[config.mk]
export PLATFORM = sky130hd
export DESIGN_NAME = gray_monitor
export DESIGN_NICKNAME = d
export VERILOG_FILES = /design/src/rtl/gray_pkg.sv /design/src/rtl/gray_to_bin.sv /design/src/rtl/gray_monitor.sv
export SDC_FILE = /design/constraint.sdc
export NUM_CORES = 1
export LEC_CHECK = 0
export CAP_MARGIN = 20
export CORE_MARGIN = 4
export CORE_UTILIZATION = 45
export CTS_CLUSTER_SIZE = 8
export DETAILED_ROUTE_END_ITERATION = 8
export PLACE_DENSITY_LB_ADDON = 0.12
export RECOVER_POWER = 100
export SETUP_SLACK_MARGIN = 0.05
export SYNTH_ARGS = -nofsm -noshare
export SYNTH_HDL_FRONTEND = slang
export SYNTH_SLANG_ARGS = --single-unit
[constraint.sdc]
create_clock -name clk -period 2.29 [get_ports clk]
set_input_delay 0.3435 -clock clk [delete_from_list [all_inputs] [get_ports clk]]
set_output_delay 0.3435 -clock clk [all_outputs]
set_load 0.005 [all_outputs]
[src/rtl/gray_pkg.sv]
// Shared types and constants for the Gray-code step monitor.
package gray_pkg;

    // Tracking FSM: IDLE has no reference sample, TRACK compares against one.
    typedef enum logic [0:0] {
        IDLE  = 1'b0,
        TRACK = 1'b1
    } state_e;

    // Default width of the saturating step-error counter.
    localparam int ERR_W = 8;

    // Default Gray/binary width.
    localparam int WIDTH_DEFAULT = 3;

endpackage

[src/rtl/gray_to_bin.sv]
// Combinational Gray-to-binary decoder, exact inverse of the upstream encoder.
module gray_to_bin #(
    parameter int width = 3
) (
    input  logic [width-1:0] grey_i,
    output logic [width-1:0] bin_o
);

    // bin[i] = bin[i+1] ^ grey[i] unrolls to the XOR of all Gray bits from
    // the MSB down to i.  Using the reduction form avoids a vector that
    // reads back its own bits.
    for (genvar i = 0; i < width; i++) begin : g_bit
        assign bin_o[i] = ^grey_i[width-1:i];
    end

endmodule

[src/rtl/gray_monitor.sv]
// Gray-code sample monitor: decodes each accepted sample, classifies the step
// from the previous sample (hold / legal +-1 / illegal jump), tracks the
// direction of the last legal step and counts illegal jumps with saturation.
module gray_monitor #(
    parameter int width = 3,
    parameter int ERR_W = gray_pkg::ERR_W
) (
    input  logic             clk,
    input  logic             rst_n,
    input  logic             clr,
    input  logic             grey_valid,
    input  logic [width-1:0] grey,
    output logic             bin_valid,
    output logic [width-1:0] bin_out,
    output logic             dir_up,
    output logic             hold,
    output logic             step_err,
    output logic [ERR_W-1:0] err_count,
    output logic             locked
);

    import gray_pkg::*;

    // Wide enough to hold a Hamming distance of up to 'width' bits.
    localparam int CNT_W = $clog2(width + 1);

    localparam logic [ERR_W-1:0] ERR_MAX  = {ERR_W{1'b1}};
    localparam logic [ERR_W-1:0] ERR_ONE  = {{(ERR_W-1){1'b0}}, 1'b1};
    localparam logic [width-1:0] BIN_ONE  = {{(width-1){1'b0}}, 1'b1};
    localparam logic [CNT_W-1:0] DIST_ZERO = {CNT_W{1'b0}};
    localparam logic [CNT_W-1:0] DIST_ONE  = {{(CNT_W-1){1'b0}}, 1'b1};

    // Full-width population count; the accumulator is sized for 'width' ones.
    function automatic logic [CNT_W-1:0] popcount(input logic [width-1:0] v);
        logic [CNT_W-1:0] c;
        c = {CNT_W{1'b0}};
        for (int i = 0; i < width; i++) begin
            c = c + {{(CNT_W-1){1'b0}}, v[i]};
        end
        return c;
    endfunction

    state_e             state_q,    state_d;
    logic [width-1:0]   ref_q,      ref_d;
    logic [width-1:0]   bin_q,      bin_d;
    logic               valid_q,    valid_d;
    logic               dir_up_q,   dir_up_d;
    logic               hold_q,     hold_d;
    logic               err_q,      err_d;
    logic [ERR_W-1:0]   cnt_q,      cnt_d;
    logic               locked_q,   locked_d;

    logic [width-1:0]   bin_s;
    logic [CNT_W-1:0]   dist_s;

    gray_to_bin #(
        .width (width)
    ) u_gray_to_bin (
        .grey_i (grey),
        .bin_o  (bin_s)
    );

    assign dist_s = popcount(grey ^ ref_q);

    // Next-state logic: clear wins over a sample; a sample in IDLE locks,
    // a sample in TRACK is classified by its distance from the reference.
    // bin_q always holds the decode of ref_q, so it serves as the reference bin.
    always_comb begin
        state_d  = state_q;
        ref_d    = ref_q;
        bin_d    = bin_q;
        valid_d  = 1'b0;
        dir_up_d = dir_up_q;
        hold_d   = 1'b0;
        err_d    = 1'b0;
        cnt_d    = cnt_q;

        if (clr) begin
            state_d = IDLE;
            cnt_d   = {ERR_W{1'b0}};
        end else if (grey_valid) begin
            valid_d = 1'b1;
            ref_d   = grey;
            bin_d   = bin_s;
            case (state_q)
                IDLE: begin
                    state_d = TRACK;
                end
                TRACK: begin
                    if (dist_s == DIST_ZERO) begin
                        hold_d = 1'b1;
                    end else if (dist_s == DIST_ONE) begin
                        // Wrap from all-ones to zero falls out of the modular add.
                        dir_up_d = (bin_s == (bin_q + BIN_ONE));
                    end else begin
                        err_d = 1'b1;
                        if (cnt_q != ERR_MAX) begin
                            cnt_d = cnt_q + ERR_ONE;
                        end else begin
                            cnt_d = cnt_q;
                        end
                    end
                end
                default: begin
                    state_d = IDLE;
                end
            endcase
        end else begin
            state_d = state_q;
        end

        locked_d = (state_d == TRACK);
    end

    // State and output registers; every output comes straight from a flop.
    always_ff @(posedge clk or negedge rst_n) begin
        if (!rst_n) begin
            state_q  <= IDLE;
            ref_q    <= {width{1'b0}};
            bin_q    <= {width{1'b0}};
            valid_q  <= 1'b0;
            dir_up_q <= 1'b1;
            hold_q   <= 1'b0;
            err_q    <= 1'b0;
            cnt_q    <= {ERR_W{1'b0}};
            locked_q <= 1'b0;
        end else begin
            state_q  <= state_d;
            ref_q    <= ref_d;
            bin_q    <= bin_d;
            valid_q  <= valid_d;
            dir_up_q <= dir_up_d;
            hold_q   <= hold_d;
            err_q    <= err_d;
            cnt_q    <= cnt_d;
            locked_q <= locked_d;
        end
    end

    assign bin_valid = valid_q;
    assign bin_out   = bin_q;
    assign dir_up    = dir_up_q;
    assign hold      = hold_q;
    assign step_err  = err_q;
    assign err_count = cnt_q;
    assign locked    = locked_q;

endmodule

==> metrics.md, run 1 <==
| Metric | Value |
|---|---|
| Starting DRC count in detailed routing | `18` |
| Hold Vio Cnt, Final | `0` |
| # resized after CTS | `0` |
| DRT Pass-1 Iters | `4` |
| Post-synthesis mux area share | `1.136%` |
| Root Buffer | `clkbuf_4` |
| Mapped Cells | `91` |
| Final instance area | `1269 um2` |
| Fillers | `176` |
| Critical path type | `primary input to flop` |
| Die width | `54.93 um` |
| Post-CTS Setup Bufs | `0` |
| Area contributors post-synth | `dfrtp_1, nand2_1, a2111oi_4` |
| Mean area per synthesized cell | `10.89 um2` |
| TritonCTS Sinks | `18` |
| CTS buffer count | `3` |
| Worst Tran Pin Value | `0.9419 ns` |
| Status | `finished clean` |
| DP HPWL | `1.498 mm` |
| Die Span Y | `54.93 um` |
| DP Area | `1275 um2` |
| Post-Route Utilization | `62.75%` |
| Top cell type's share of synthesized area | `42.93%` |
| Worst-Skew Late Latency | `0.29 ns` |
| CP arrival | `2.20 ns` |
| Number of flops mapped to enable cells by yosys | `0` |
| Num ports | `23` |
| Seq/Total Area, Yosys | `45.58%` |
| Min cycle time layout | `2.014 ns` |
| Layout area overhead | `28.03%` |
| GRT Resource Usage Total | `16.19%` |
| Die area | `3017 um2` |
| Layout cells sized above 1 | `14.88%` |
| Global-route wire length before repair | `3.450 mm` |
| Fin nets | `132` |
| Final setup vio count | `0` |
| Synth Area in Adders | `4.545%` |
| Register Area | `451.7 um2` |
| Critical path's slowest cell | `dlygate4sd3_1` |
| Synth Net Count | `101` |
| Placed cells | `144` |
| Pins Over Slew Limit | `0` |
| Synth Warn # | `0` |
| Peak supply drop | `0.4095 mV` |
| Core area | `2022 um2` |
| Layout Cells excl Fill | `148` |
| Critical Path Fanout Max | `4` |
| Peak Freq | `496.5 MHz` |
| Diodes inserted | `0` |
| Area share of xor/xnor cells in the synthesized design | `9.722%` |
| Synthesized cell area | `991.0 um2` |
| Pwr dens | `561.7 nW/um2` |
| Worst setup SP type | `primary input` |
| H-tree levels | `1` |
| Async S/R FF share, synth | `100.0%` |
| Final period utilization | `87.96%` |
| Multi-input gate area | `473.0 um2` |
| Final ANT Viol Nets | `0` |
| Cell variety after synth | `35` |
| Total Power | `712.6 uW` |
| CTS Buffer Depth | `2` |
| Largest family of logic cells by synthesized area | `simple AND/OR/NAND/NOR gates` |
| Slew Limit Headroom | `37.21%` |
| Max-cap violations | `0` |
| Largest stage delay, worst path | `0.56 ns` |
| # hold bufs at CTS | `0` |
| Simple-gate area share of the yosys netlist | `21.72%` |
| Vias per Instance | `5.162` |
| Vias | `764` |
| Initial core utilization | `49.01%` |
| DRC viols | `0` |
| Worst Clk Skew | `0.001313 ns` |
| Row cnt | `16` |
| CTS tree | `built` |
| Routed WL | `1.873 mm` |
| Vias in the first global route | `789` |
| Worst-path cell chain | `dlygate4sd3_1 > xor2_1 > fa_1 > nand3_1 > clkinv_1 > o21ai_0 > nand2_1 > o22a_1` |
| TNS Setup | `0 ns` |
| Reg clk slew, reported paths | `0.10 ns` |
| Gpl congestion | `0.7957` |
| Synth Register Bits | `18` |
| Global route overflow | `0` |
| RSZ-0062 raised after global routing | `no` |
| Cell accounting for the most synthesized area | `dfrtp_1` |
| Main synth FF type | `dfrtp_1` |
| Port Buffer Count | `22` |
| WL per Instance | `12.66 um` |
| Min-delay worst type | `flop to flop` |
| CP endpoint kind | `flop` |
| Worst EP required | `2.48 ns` |
| Largest net degree at the start of global routing | `19` |
| Initial antenna violation count | `0` |
| Pleak | `0.5727 nW` |
| Post-synthesis compound-gate area fraction | `14.52%` |
[synth_stat cells (all sizes together) (2+ instances only)]
master and count:
xnor2 6, nand2 18, nand2b 2, inv 2
dfrtp 17, xor2 5, nor2 9, nor3 2
buf 2, o21ai 2, ha 2, a41oi 2
nand3 4, a2111oi 2
[metal layers]
| metal | routed length, um | GRT usage (%) | vias to the layer above |
|---|---|---|---|
| met5 | 0 | 0 | - |
| met1 | 910 | 22.88 | 360 |
| met2 | 831 | 24.21 | 22 |
| met3 | 97 | 2.681 | 5 |
| met4 | 34 | 7.287 | 0 |
| li1 | - | - | 377 |
[critical path: cells and delay by family]
kind            cells  cell delay (ns)
compound gates      2             0.25
buf+inv             2             0.66
fa+ha+maj           1             0.51
xor+xnor            1             0.19
simple gates        2             0.24
[sequential cells by signal, indices dropped and copies added, names as in the netlist]
name       count
bin_out        3
err_count      8
locked         1
step_err       1
ref_q          2
dir_up         1
bin_valid      1
hold           1
[power by group]
group / total [mW] / internal, mW / leakage (nW) / switching [mW]
sequential: 0.362 / 0.344 / 0.237 / 0.0179
clock: 0.195 / 0.0969 / 0.0210 / 0.0985
combinational: 0.155 / 0.0821 / 0.315 / 0.0728
total: 0.713 / 0.523 / 0.573 / 0.189
[cells by family after synthesis]
kind of cell | after synthesis
compound gates | 13
mux | 1
buf+inv | 5
flops | 18
fa+ha+maj | 3
simple gates | 40
xor+xnor | 11
[final timing paths]
path / start / endpoint / slack [ns] / depth (start not counted)
min reg2reg: dir_up$_DFFE_PN1P_ / dir_up$_DFFE_PN1P_ / 0.47 / 2
min: dir_up$_DFFE_PN1P_ / dir_up$_DFFE_PN1P_ / 0.47 / 2
max in group asynchronous: rst_n / ref_q[0]$_DFFE_PN0P_ / 1.02 / 2
min in group asynchronous: rst_n / bin_out[1]$_DFFE_PN0P_ / 0.70 / 2
max reg2reg: bin_out[2]$_DFFE_PN0P_ / err_count[7]$_DFFE_PN0P_ / 0.46 / 6
max: grey[0] / err_count[6]$_DFFE_PN0P_ / 0.28 / 8
[metrics by stage]
| stage | hold slack (ns) | setup WS [ns] |
|---|---|---|
| after global placement | 0.4629 | 0.05175 |
| after detailed placement | 0.4600 | -0.01504 |
| after floorplan | 0.04791 | 0.5687 |
| after CTS | 0.3725 | 0.3112 |
| after global routing | 0.5064 | 0.1061 |
| final | 0.4711 | 0.2758 |
[cell type report]
cell class | count | share of cell area (%)
multi-input cells | 68 | 37.28
flip-flops and latches | 18 | 35.60
repair buffers | 28 | 20.61
clock buffers | 4 | 2.860
well taps | 27 | 2.663
inverters | 3 | 0.9862
[cell usage in the layout (no fill, tap or decap), types with 2 or more instances in the layout]
| cell | Yosys | routed |
|---|---|---|
| nor2_1 | 9 | 9 |
| clkbuf_4 | 0 | 3 |
| nand3_1 | 3 | 3 |
| xnor2_1 | 6 | 6 |
| o21ai_0 | 1 | 2 |
| nand2b_1 | 1 | 2 |
| nand2_1 | 18 | 18 |
| ha_1 | 2 | 2 |
| clkdlybuf4s50_1 | 0 | 3 |
| a2111oi_2 | 0 | 2 |
| xor2_1 | 5 | 5 |
| nor3_1 | 2 | 2 |
| buf_4 | 2 | 5 |
| dlygate4sd3_1 | 0 | 19 |
| dfrtp_1 | 17 | 17 |
Power figures use the tool's default switching activity.
==> run 2, diff against run 1 <==
--- a/config.mk
+++ b/config.mk
@@ -7,9 +7,10 @@
 export LEC_CHECK = 0
 export CAP_MARGIN = 20
 export CORE_MARGIN = 4
-export CORE_UTILIZATION = 45
+export CORE_UTILIZATION = 35
 export CTS_CLUSTER_SIZE = 8
 export DETAILED_ROUTE_END_ITERATION = 8
+export GPL_ROUTABILITY_DRIVEN = 0
 export PLACE_DENSITY_LB_ADDON = 0.12
 export RECOVER_POWER = 100
 export SETUP_SLACK_MARGIN = 0.05
==> run 2 against run 1 <==
Net effect:
- count of clock-buffer cells in the layout unchanged
- final area increased by 2.4%
- first-iteration DRC count decreased by 61%
- register-to-register slack got worse by 0.06 ns
- power increased by 2.4%
- critical path depth decreased by 1
- sequential power about the same
- highest routed layer unchanged
- utilization decreased by 15 points
- critical path type unchanged
==> metrics.md, run 2 (synthesized netlist as in run 1, its figures left out) <==
| Metric | Value |
|---|---|
| Vias in the first global route | `756` |
| Peak supply drop | `0.3761 mV` |
| Largest net degree at the start of global routing | `19` |
| Fillers | `267` |
| Final period utilization | `88.18%` |
| CP arrival | `2.22 ns` |
| M1 GR Usage | `15.32%` |
| Worst Clk Skew | `0.001731 ns` |
| TritonCTS Sinks | `18` |
| Slew Limit Headroom | `31.80%` |
| DRC viols | `0` |
| Min-delay worst type | `flop to flop` |
| Status | `finished clean` |
| CTS buffer count | `3` |
| Post-Route Utilization | `47.51%` |
| Total Power | `729.5 uW` |
| Worst EP required | `2.49 ns` |
| Critical Path Fanout Max | `5` |
| Diodes inserted | `0` |
| Hold path startpoint | `dir_up$_DFFE_PN1P_` |
| Die Span Y | `61.21 um` |
| # resized after CTS | `0` |
| CTS tree | `built` |
| Routed WL | `2.041 mm` |
| Fin nets | `133` |
| Peak Freq | `495.2 MHz` |
| Global-route wire length before repair | `3.346 mm` |
| Leading cell types in the layout, fill and taps excluded | `nand2_1, dlygate4sd3_1, dfrtp_1` |
| GR peak layer | `met2` |
| GRT Resource Usage Total | `12.08%` |
| H-tree levels | `1` |
| Hold Vio Cnt, Final | `0` |
| Worst Hold End | `dir_up$_DFFE_PN1P_` |
| Die area | `3747 um2` |
| Pleak | `0.5841 nW` |
| Hold Path Depth | `2` |
| Die width | `61.21 um` |
| Initial antenna violation count | `0` |
| CTS Buffer Depth | `2` |
| FF-to-FF Start | `bin_out[2]$_DFFE_PN0P_` |
| Final Hold Slack | `0.4740 ns` |
| Final setup vio count | `0` |
| Post-CTS Setup Bufs | `0` |
| DP HPWL | `1.581 mm` |
| Core area | `2734 um2` |
| Vias | `756` |
| Row cnt | `19` |
| FF-to-FF setup slack | `0.40 ns` |
| RSZ-0062 raised after global routing | `no` |
| Layout area overhead | `31.06%` |
| Max-cap violations | `0` |
| WL per Instance | `13.34 um` |
| GRT met3 Usage | `4.193%` |
| Worst Setup SP | `grey[2]` |
| CP endpoint kind | `flop` |
| DRT Pass-1 Iters | `4` |
| Global routing usage on met2 | `19.79%` |
| Reg clk slew, reported paths | `0.11 ns` |
| Worst-Skew Late Latency | `0.30 ns` |
| Port Buffer Count | `22` |
| TNS Setup | `0 ns` |
| Final ANT Viol Nets | `0` |
| Largest register FFs | `8` |
| Worst setup SP type | `primary input` |
| Pins Over Slew Limit | `0` |
| Vias per Instance | `4.941` |
| Initial core utilization | `36.25%` |
| Min cycle time layout | `2.019 ns` |
| Critical path type | `primary input to flop` |
| Worst Tran Pin Value | `1.023 ns` |
| Layout cells sized above 1 | `14.75%` |
| Starting DRC count in detailed routing | `7` |
| # hold bufs at CTS | `0` |
| Worst reg2reg endpoint | `err_count[0]$_DFFE_PN0P_` |
| Global route overflow | `0` |
| R2R depth | `6` |
| Num ports | `23` |
| Root Buffer | `clkbuf_4` |
| Pwr dens | `561.7 nW/um2` |
[run 2: cell count changes in the layout (fill, tap and decap cells not counted), sizes merged]
cell           before  now
buf                 5    6
clkdlybuf4s50       3    4
clkinv              1    0
dlygate4sd3        19   18
inv                 1    2
[run 2: critical path: stages]
cell,delay [ns]
clkdlybuf4s50_1,0.49
xor2_1,0.26
fa_1,0.31
nand3_4,0.14
a41oi_1,0.29
nor2_1,0.11
mux2_2,0.28
[run 2: metrics by stage]
| stage | worst slack [ns] | cell area (um2) | instances |
|---|---|---|---|
| after global routing | 0.1484 | 1299 | 153 |
| after global placement | 0.04533 | 1287 | 149 |
| after CTS | 0.3058 | 1324 | 153 |
| after detailed placement | -0.01426 | 1287 | 149 |
| after floorplan | 0.5687 | 991.0 | 91 |
| final | 0.2708 | 1299 | 153 |
[run 2: where the power goes]
group          switching, mW  total, mW  leakage, nW  internal (mW)
logic                 0.0768      0.165        0.326         0.0878
clock network          0.106      0.203       0.0210         0.0970
registers             0.0175      0.362        0.237          0.344
total                  0.200      0.730        0.584          0.529
[run 2: per-layer routing]
metal,up-vias,wire (um)
li1,376,-
met2,17,972
met3,2,119
met1,361,933
met4,0,16
met5,-,0
[run 2: area by class of cell]
class                      count  area, um2  area share, %
clock buffer                   4      36.28          2.794
inverter                       3      12.51         0.9634
multi-input combinational     68      490.5          37.76
sequential                    18      451.7          34.78
tap                           31      38.79          2.987
timing repair buffer          29      269.0          20.71
[run 2: worst max path at each step]
stage          slack [ns]  depth (start not counted)                        to
5_1_grt              0.15                          8  err_count[6]$_DFFE_PN0P_
2_1_floorplan        0.57                          6  err_count[0]$_DFFE_PN0P_
3_5_place_dp        -0.01                          7  err_count[0]$_DFFE_PN0P_
6_report             0.27                          7  err_count[0]$_DFFE_PN0P_
4_1_cts              0.31                          7  err_count[0]$_DFFE_PN0P_
3_3_place_gp         0.05                          7  err_count[0]$_DFFE_PN0P_
==> run 3, diff against run 2 <==
--- a/config.mk
+++ b/config.mk
@@ -11,6 +11,7 @@
 export CTS_CLUSTER_SIZE = 8
 export DETAILED_ROUTE_END_ITERATION = 8
 export GPL_ROUTABILITY_DRIVEN = 0
+export MAX_ROUTING_LAYER = met4
 export PLACE_DENSITY_LB_ADDON = 0.12
 export RECOVER_POWER = 100
 export SETUP_SLACK_MARGIN = 0.05
==> run 3 against run 2 <==
Net effect:
- first-iteration DRC count unchanged
- via count unchanged
- sequential power about the same
- count of clock-buffer cells in the layout unchanged
- die area unchanged
- critical endpoint unchanged
==> metrics.md, run 3 (synthesized netlist as in run 1, its figures left out) <==
| Metric | Value |
|---|---|
| Root Buffer | `clkbuf_4` |
| Die width | `61.21 um` |
| Vias in the first global route | `756` |
| Vias | `756` |
| Reg clk slew, reported paths | `0.11 ns` |
| Max-cap violations | `0` |
| Worst Tran Pin Value | `1.023 ns` |
| Comb pwr share | `22.6%` |
| Crit path max-delay family | `buffers and inverters` |
| CTS tree | `built` |
| Clock network power share | `27.8%` |
| Leading cell types in the layout, fill and taps excluded | `nand2_1, dlygate4sd3_1, dfrtp_1` |
| DRC viols | `0` |
| Initial antenna violation count | `0` |
| CP arrival | `2.22 ns` |
| DP Area | `1287 um2` |
| TNS Setup | `0 ns` |
| Starting DRC count in detailed routing | `7` |
| Worst Clk Skew | `0.001717 ns` |
| Worst-path cell chain | `clkdlybuf4s50_1 > xor2_1 > fa_1 > nand3_4 > a41oi_1 > nor2_1 > mux2_2` |
| GRT Resource Usage Total | `12.46%` |
| Worst EP required | `2.49 ns` |
| # resized after CTS | `0` |
| # hold bufs at CTS | `0` |
| WL per Instance | `13.34 um` |
| H-tree levels | `1` |
| Final ANT Viol Nets | `0` |
| TritonCTS Sinks | `18` |
| Register share of total power | `49.6%` |
| Initial core utilization | `36.25%` |
| Num ports | `23` |
| Min cycle time layout | `2.019 ns` |
| CTS buffer count | `3` |
| Largest stage delay, worst path | `0.49 ns` |
| Largest net degree at the start of global routing | `19` |
| Crit path buf inv count | `1` |
| Layout area overhead | `31.06%` |
| Die Span Y | `61.21 um` |
| Pwr dens | `561.7 nW/um2` |
| Pins Over Slew Limit | `0` |
| Critical path's slowest cell | `clkdlybuf4s50_1` |
| Peak Freq | `495.2 MHz` |
| Min-delay worst type | `flop to flop` |
| Routed WL | `2.041 mm` |
| RSZ-0062 raised after global routing | `no` |
| P_sw | `200.4 uW` |
| Critical path type | `primary input to flop` |
| Status | `finished clean` |
| Core area | `2734 um2` |
| Layout cells sized above 1 | `14.75%` |
| Diodes inserted | `0` |
| Critical Path Fanout Max | `5` |
| DRT Pass-1 Iters | `4` |
| Fin nets | `133` |
| Worst setup SP type | `primary input` |
| Vias per Instance | `4.941` |
| Switch share | `27.47%` |
| Peak supply drop | `0.3761 mV` |
| Final instance area | `1299 um2` |
| Hold Vio Cnt, Final | `0` |
| Cell Int Power | `529.1 uW` |
| CTS Buffer Depth | `2` |
| Slew Limit Headroom | `31.80%` |
| CP endpoint kind | `flop` |
| Global-route wire length before repair | `3.346 mm` |
| Die area | `3747 um2` |
| Final period utilization | `88.18%` |
| Row cnt | `19` |
| Final setup vio count | `0` |
| Pleak | `0.5841 nW` |
| Port Buffer Count | `22` |
| Global route overflow | `0` |
| Worst-Skew Late Latency | `0.30 ns` |
| Post-CTS Setup Bufs | `0` |
| DP HPWL | `1.581 mm` |
| Largest register FFs | `8` |
-- run 3: cell counts in the layout (fill, tap and decap cells not counted) --
No cell type changed its count.
-- run 3: cell type report --
type / instances / area (um2)
fill: 267 / 1435
multi-input combinational: 68 / 490.5
sequential: 18 / 451.7
timing repair buffer: 29 / 269.0
tap: 31 / 38.79
clock buffer: 4 / 36.28
inverter: 3 / 12.51
-- run 3: per-layer routing --
layer  global-route usage, %  wire [um]  vias to the layer above
li1                        -          -                      376
met1                   15.58        946                      361
met2                   19.79        972                       17
met3                   3.774        106                        2
met4                   2.786         16                        0
met5                       -          0                        -
-- run 3: worst paths after layout --
check	cells past startpoint	slack, ns	to	startpoint
setup reg to reg	6	0.40	err_count[0]$_DFFE_PN0P_	bin_out[2]$_DFFE_PN0P_
max in group asynchronous	2	0.96	hold$_DFF_PN0_	rst_n
min in group asynchronous	2	0.72	bin_valid$_DFF_PN0_	rst_n
hold reg to reg	2	0.47	dir_up$_DFFE_PN1P_	dir_up$_DFFE_PN1P_
setup / recovery	7	0.27	err_count[0]$_DFFE_PN0P_	grey[2]
hold / removal	2	0.47	dir_up$_DFFE_PN1P_	dir_up$_DFFE_PN1P_
-- run 3: power by group through the flow --
stage | Combinational, mW | Clock (mW) | Sequential, mW
finish | 0.165 | 0.203 | 0.362
global route | 0.191 | 0.224 | 0.366
CTS | 0.180 | 0.206 | 0.363
detailed placement | 0.180 | 0 | 0.370
global placement | 0.176 | 0 | 0.369
floorplan | 0.0901 | 0 | 0.369
-- run 3: tightest hold or removal path, cell delays in order, from the launching register on --
cell	delay (ns)
dfstp_2	0.38
nand2_1	0.04
o31ai_1	0.06
-- run 3: per-stage QoR --
step	total power [mW]	hold WS, ns	instances	util [%]	worst slack (ns)
final	0.7295	0.4740	153	47.51	0.2708
after global placement	0.5445	0.4577	149	47.09	0.04533
after CTS	0.7499	0.3657	153	48.42	0.3058
after global routing	0.7809	0.5134	153	47.51	0.1484
after detailed placement	0.5494	0.4666	149	47.09	-0.01426
after floorplan	0.4590	0.04791	91	-	0.5687
